### config.mk
export PLATFORM = sky130hd
export DESIGN_NAME = calc_port_arbiter
export DESIGN_NICKNAME = d
export VERILOG_FILES = /design/src/rtl/calc_port_arbiter.sv
export SDC_FILE = /design/constraint.sdc
export NUM_CORES = 1
export LEC_CHECK = 0
export CAP_MARGIN = 5
export CELL_PAD_IN_SITES_DETAIL_PLACEMENT = 1
export CELL_PAD_IN_SITES_GLOBAL_PLACEMENT = 1
export CORE_MARGIN = 1.5
export CORE_UTILIZATION = 30
export DETAILED_ROUTE_END_ITERATION = 8
export GPL_ROUTABILITY_DRIVEN = 0
export PLACE_DENSITY_LB_ADDON = 0.1
export SLEW_MARGIN = 20
export SYNTH_ARGS = -nofsm -noshare
export SYNTH_HDL_FRONTEND = slang
export SYNTH_SLANG_ARGS = --single-unit
### constraint.sdc
create_clock -name c_clk -period 2.4 [get_ports c_clk]
set_clock_uncertainty 0.05 [all_clocks]
set_input_delay 0.48 -clock c_clk [delete_from_list [all_inputs] [get_ports c_clk]]
set_output_delay 0.48 -clock c_clk [all_outputs]
set_load 0.005 [all_outputs]
### src/rtl/calc_port_arbiter.sv
// -----------------------------------------------------------------------------
// calc_port_arbiter
//
// Shares one two-beat calculator port between four requesters. One requester
// is granted at a time, picked round-robin. Its command and both operands are
// sent to the calculator on consecutive cycles. The block then waits a bounded
// number of cycles for a response and returns it to that requester as a
// single-cycle strobe.
//
// Ports (requester N owns slice N of each packed vector):
//   c_clk          in   1    clock, all flops on the rising edge
//   reset_n        in   1    asynchronous active-low reset
//   req_valid      in   4    pending command per requester
//   req_cmd        in   16   4-bit command per requester
//   req_op1        in   128  32-bit first operand per requester
//   req_op2        in   128  32-bit second operand per requester
//   req_ready      out  4    one-cycle accept strobe
//   rsp_valid      out  4    one-cycle result strobe
//   rsp_resp       out  8    2-bit response per requester (0 when not strobed)
//   rsp_data       out  128  32-bit result per requester (0 when not strobed)
//   calc_cmd       out  4    command to the calculator
//   calc_data      out  32   operand to the calculator
//   calc_resp      in   2    calculator response, 0 = none (only seen in WAIT)
//   calc_out_data  in   32   calculator result
//   busy           out  1    high whenever the FSM is not in IDLE
//
// State    | meaning
// ---------+-----------------------------------------------------------------
// IDLE     | no transaction; grant the next valid requester round-robin
// SEND1    | calc_cmd = cmd, calc_data = op1
// SEND2    | calc_cmd = 0,   calc_data = op2
// WAIT     | wait for calc_resp != 0, bounded by TIMEOUT cycles
// RESP     | rsp_valid/rsp_resp/rsp_data strobed to the granted requester
// -----------------------------------------------------------------------------
module calc_port_arbiter #(
  parameter int TIMEOUT = 15
) (
  input  logic         c_clk,
  input  logic         reset_n,
  input  logic [3:0]   req_valid,
  input  logic [15:0]  req_cmd,
  input  logic [127:0] req_op1,
  input  logic [127:0] req_op2,
  output logic [3:0]   req_ready,
  output logic [3:0]   rsp_valid,
  output logic [7:0]   rsp_resp,
  output logic [127:0] rsp_data,
  output logic [3:0]   calc_cmd,
  output logic [31:0]  calc_data,
  input  logic [1:0]   calc_resp,
  input  logic [31:0]  calc_out_data,
  output logic         busy
);

  // The wait counter only needs to reach TIMEOUT-1.
  localparam int CW = (TIMEOUT > 1) ? $clog2(TIMEOUT) : 1;
  localparam logic [CW-1:0] WAIT_LAST = CW'(TIMEOUT - 1);

  localparam logic [1:0] RESP_BADCMD  = 2'b10;
  localparam logic [1:0] RESP_TIMEOUT = 2'b11;

  typedef enum logic [2:0] {
    S_IDLE  = 3'd0,
    S_SEND1 = 3'd1,
    S_SEND2 = 3'd2,
    S_WAIT  = 3'd3,
    S_RESP  = 3'd4
  } state_t;

  state_t         state_q;
  logic [1:0]     last_grant_q;
  logic [1:0]     gnt_q;
  logic [31:0]    op2_q;
  logic [CW-1:0]  wait_cnt_q;
  logic [3:0]     calc_cmd_q;
  logic [31:0]    calc_data_q;
  logic [3:0]     rsp_valid_q;
  logic [7:0]     rsp_resp_q;
  logic [127:0]   rsp_data_q;

  // Round-robin pick: the search starts one past the last grant. The index
  // math wraps in two bits, so the fourth candidate is the last grant itself.
  logic        grant_found_d;
  logic [1:0]  grant_idx_d;
  logic [1:0]  cand;

  always_comb begin
    grant_found_d = 1'b0;
    grant_idx_d   = last_grant_q;
    cand          = '0;
    for (int k = 1; k <= 4; k++) begin
      cand = last_grant_q + 2'(k);
      if (!grant_found_d && req_valid[cand]) begin
        grant_found_d = 1'b1;
        grant_idx_d   = cand;
      end
    end
  end

  logic [3:0]  grant_cmd_d;
  logic [31:0] grant_op1_d;
  logic [31:0] grant_op2_d;
  logic        cmd_ok_d;

  assign grant_cmd_d = req_cmd[{grant_idx_d, 2'b00} +: 4];
  assign grant_op1_d = req_op1[{grant_idx_d, 5'd0} +: 32];
  assign grant_op2_d = req_op2[{grant_idx_d, 5'd0} +: 32];

  always_comb begin
    cmd_ok_d = 1'b0;
    case (grant_cmd_d)
      4'd1, 4'd2, 4'd5, 4'd6: cmd_ok_d = 1'b1;
      default:                cmd_ok_d = 1'b0;
    endcase
  end

  // The accept strobe has to appear in the cycle the grant is decided, so
  // it is decoded from the registered state. It is gated with reset_n so that
  // it stays low while reset is held, even if requests are present.
  always_comb begin
    req_ready = 4'b0000;
    if (reset_n && (state_q == S_IDLE) && grant_found_d) begin
      req_ready = 4'b0001 << grant_idx_d;
    end
  end

  always_ff @(posedge c_clk or negedge reset_n) begin
    if (!reset_n) begin
      state_q      <= S_IDLE;
      last_grant_q <= 2'd3;
      gnt_q        <= 2'd0;
      op2_q        <= '0;
      wait_cnt_q   <= '0;
      calc_cmd_q   <= '0;
      calc_data_q  <= '0;
      rsp_valid_q  <= '0;
      rsp_resp_q   <= '0;
      rsp_data_q   <= '0;
    end else begin
      // Response outputs are single-cycle; they are only set on entry to RESP.
      rsp_valid_q <= '0;
      rsp_resp_q  <= '0;
      rsp_data_q  <= '0;

      case (state_q)
        S_IDLE: begin
          if (grant_found_d) begin
            last_grant_q <= grant_idx_d;
            gnt_q        <= grant_idx_d;
            if (cmd_ok_d) begin
              state_q     <= S_SEND1;
              calc_cmd_q  <= grant_cmd_d;
              calc_data_q <= grant_op1_d;
              op2_q       <= grant_op2_d;
            end else begin
              // Unsupported command: answer at once, calculator untouched.
              state_q                             <= S_RESP;
              rsp_valid_q[grant_idx_d]            <= 1'b1;
              rsp_resp_q[{grant_idx_d, 1'b0} +: 2] <= RESP_BADCMD;
            end
          end
        end

        S_SEND1: begin
          state_q     <= S_SEND2;
          calc_cmd_q  <= '0;
          calc_data_q <= op2_q;
        end

        S_SEND2: begin
          state_q     <= S_WAIT;
          calc_data_q <= '0;
          wait_cnt_q  <= '0;
        end

        S_WAIT: begin
          // A real response wins over the timeout in the final cycle.
          if (calc_resp != 2'b00) begin
            state_q                            <= S_RESP;
            rsp_valid_q[gnt_q]                 <= 1'b1;
            rsp_resp_q[{gnt_q, 1'b0} +: 2]     <= calc_resp;
            rsp_data_q[{gnt_q, 5'd0} +: 32]    <= calc_out_data;
          end else if (wait_cnt_q == WAIT_LAST) begin
            state_q                            <= S_RESP;
            rsp_valid_q[gnt_q]                 <= 1'b1;
            rsp_resp_q[{gnt_q, 1'b0} +: 2]     <= RESP_TIMEOUT;
          end else begin
            wait_cnt_q <= wait_cnt_q + 1'b1;
          end
        end

        S_RESP: begin
          state_q <= S_IDLE;
        end

        default: begin
          state_q <= S_IDLE;
        end
      endcase
    end
  end

  assign rsp_valid = rsp_valid_q;
  assign rsp_resp  = rsp_resp_q;
  assign rsp_data  = rsp_data_q;
  assign calc_cmd  = calc_cmd_q;
  assign calc_data = calc_data_q;
  assign busy      = (state_q != S_IDLE);

endmodule
==> flow_summary.json <==
{
  "synth-seq-area-share_pct": 52.0,
  "dp_cells": 1952,
  "clock_latency_ns": 0.54,
  "worstPathCellList": "nand2b_4 -> o21ai_4 -> a221o_2 -> buf_6 -> buf_6 -> buf_6 -> a211oi_2 -> buf_4 -> nor3_4 -> buf_12 -> mux2_1",
  "p_leak_nw": 8.02,
  "grt_pass1_wl_um": 67900,
  "grt_usage_pct": 24.9,
  "final_common_cell": "clkdlybuf4s50_1",
  "syn_area_per_cell_um2": 10.5,
  "setup_viol": 70,
  "nNetsFinal": 1865,
  "multi_input_area_mm2": 0.00500,
  "final_hold_viol_count": 0,
  "clock_sinks": 219,
  "syn-num-nets": 1320,
  "drc": 0,
  "synth_cells": 1002,
  "path_class": "register to register",
  "synth_edf_count": 0,
  "maxSlewHeadroom_pct": 36.1,
  "cts_max_level": 1,
  "hold_class": "input pin to async pin",
  "ys_seq_elements": 219,
  "grt_pass1_vias": 10758,
  "cp.required_ns": 2.75,
  "crit_buf_inv": 5,
  "clockRootBuffer": "clkbuf_16",
  "p_total_mw": 19.1,
  "final_cell_mix": "clkdlybuf4s50_1 (482), dfrtp_1 (217), and2_1 (128)",
  "drtPass1Iterations": 4,
  "fmax_mhz": 366,
  "worst_slew_pin_slew_ns": 0.958,
  "wl_per_cell_um": 22.9,
  "rows": 68,
  "antenna_found_initial": 13,
  "drive_gt1_share_pct": 16.5,
  "worst-path-stages": 11,
  "clk_pin_slew_worst_paths_ns": 0.06,
  "post-route-min-period_ns": 2.73,
  "yosys_warnings": 0,
  "slew_violations": 0,
  "cp_max_fo": 32,
  "die-area_mm2": 0.0363,
  "vias": 10090,
  "fillers": 3704,
  "critPathMaxStageDelay_ns": 0.57,
  "critPathArrivalTime_ns": 3.08,
  "gr-total-overflow": 0,
  "dp_slack_ns": -0.732,
  "start_util_pct": 30.5,
  "ys_types": 50,
  "syn-cell-area_mm2": 0.0106,
  "violations": "setup timing",
  "tritoncts": "yes",
  "powerDensity_mw_per_mm2": 1060,
  "via_per_inst": 4.98,
  "syn_to_final_growth_pct": 70.8,
  "synth_top_area_share_pct": 51.5,
  "synth.area.top_cells": "dfrtp_1 (51%), and2_1 (7.6%), a211oi_1 (7.2%), and3_1 (6.2%), nand2_1 (4.2%)",
  "die_w_um": 191,
  "ios": 493,
  "rsz0062_at_grt": "true",
  "synth_largest_area_cell": "dfrtp_1",
  "numCtsBuffers": 25,
  "fp.dieH_um": 191,
  "routed_wirelength_um": 46500,
  "crit_slowest_cell": "dfstp_2",
  "crit_top_cell": "buf_6",
  "core_area_mm2": 0.0345,
  "crit_path_start_kind": "register",
  "ys.flop_type": "dfrtp_1",
  "drt_iter0_drc": 360,
  "tns_ns": -14.79,
  "finalNonFillerCells": 2028,
  "drv_cap": 0,
  "end_kind": "register",
  "worst_slack_ns": -0.334,
  "clock_path_buffers": 3,
  "synthArstFlopShare_pct": 100,
  "io_buffer_count": 492,
  "grt_max_degree": 169,
  "cts_hold_buf": 0,
  "dp_hpwl_um": 33800,
  "rr_worst_depth": 11,
  "min_period_over_period_pct": 114,
  "ant_nets": 0,
  "path_delay_family": "buffers and inverters",
  "vdd_ir_drop_max_v": 0.000825,
  "status": "finished, violations left",
  "seq_area_mm2": 0.00548
}
area by class of cell:
cell class | count | share of cell area [%]
Sequential cell | 219 | 30.4
Clock inverter | 14 | 0.791
Tap cell | 455 | 3.16
Antenna cell | 8 | 0.111
Clock buffer | 31 | 3.82
Multi-Input combinational cell | 695 | 27.7
Inverter | 5 | 0.104
Timing Repair Buffer | 601 | 33.9
sequential cells by signal, indices dropped and copies added (netlist names):
register / flops
rsp_data: 128
calc_data: 32
op2_q: 32
rsp_resp: 8
calc_cmd: 4
rsp_valid: 4
wait_cnt_q: 4
state_q: 3
gnt_q: 2
last_grant_q: 2
where the power goes:
group	internal [mW]	switching [mW]
registers	4.47	0.455
logic	5.29	5.00
clock network	2.26	1.64
total	12.0	7.09
final timing paths:
check / from / end / slack (ns)
max in group asynchronous: reset_n / calc_data[28]$_DFFE_PN0P_ / 1.49
hold / removal: reset_n / op2_q[23]$_DFFE_PN0P_ / 0.09
setup reg to reg: last_grant_q[0]$_DFFE_PN1P_ / calc_data[18]$_DFFE_PN0P_ / -0.33
setup / recovery: last_grant_q[0]$_DFFE_PN1P_ / calc_data[18]$_DFFE_PN0P_ / -0.33
min in group c_clk: calc_data[16]$_DFFE_PN0P_ / calc_data[16]$_DFFE_PN0P_ / 0.44
hold reg to reg: calc_data[16]$_DFFE_PN0P_ / calc_data[16]$_DFFE_PN0P_ / 0.44
kinds of logic after synthesis:
group	Yosys count	share of synthesized area (%)
multiplexers	67	8.04
AND/OR/NAND/NOR	411	21.2
AO/OA/AOI/OAI	206	14.0
flip-flops	219	52.0
buffers and inverters	88	3.69
XOR/XNOR	5	0.415
adder cells (fa/ha/maj)	6	0.712
routing by layer:
| layer | part of all wire, % | vias up | global-route usage [%] |
|---|---|---|---|
| met2 | 50 | 348 | 44.4 |
| met3 | 7.1 | 67 | 6.61 |
| li1 | - | 4665 | - |
| met1 | 40 | 5002 | 28.9 |
| met4 | 2.7 | 8 | 8.15 |
| met5 | 0.13 | - | 0 |
synth_stat cells (all sizes together), types with 13 or more instances:
cell type  instances
nand2            120
nor2              24
mux2              64
and3             105
buf               35
a211oi           101
clkbuf            48
o31ai             33
dfrtp            217
a31oi             34
o21ai             13
and2             128
stage by stage:
| stage | hold WS [ns] | util [%] | cell area, µm² |
|---|---|---|---|
| 2_1_floorplan | 0.134 | - | 10600 |
| 5_1_grt | 0.143 | 52.2 | 18000 |
| 4_1_cts | 0.119 | 51.9 | 17900 |
| 3_5_place_dp | 0.431 | 48.1 | 16600 |
| 3_3_place_gp | 0.424 | 48.1 | 16600 |
| 6_report | 0.0914 | 52.2 | 18000 |
what timing repair did:
action                     4_1_cts  5_1_grt
gates cloned                     3        0
buffers inserted                16        6
setup endpoints to repair       70       74
pin swaps                       14        4
resized for setup               83       19
Note: power is estimated with default switching activity, not from simulation.
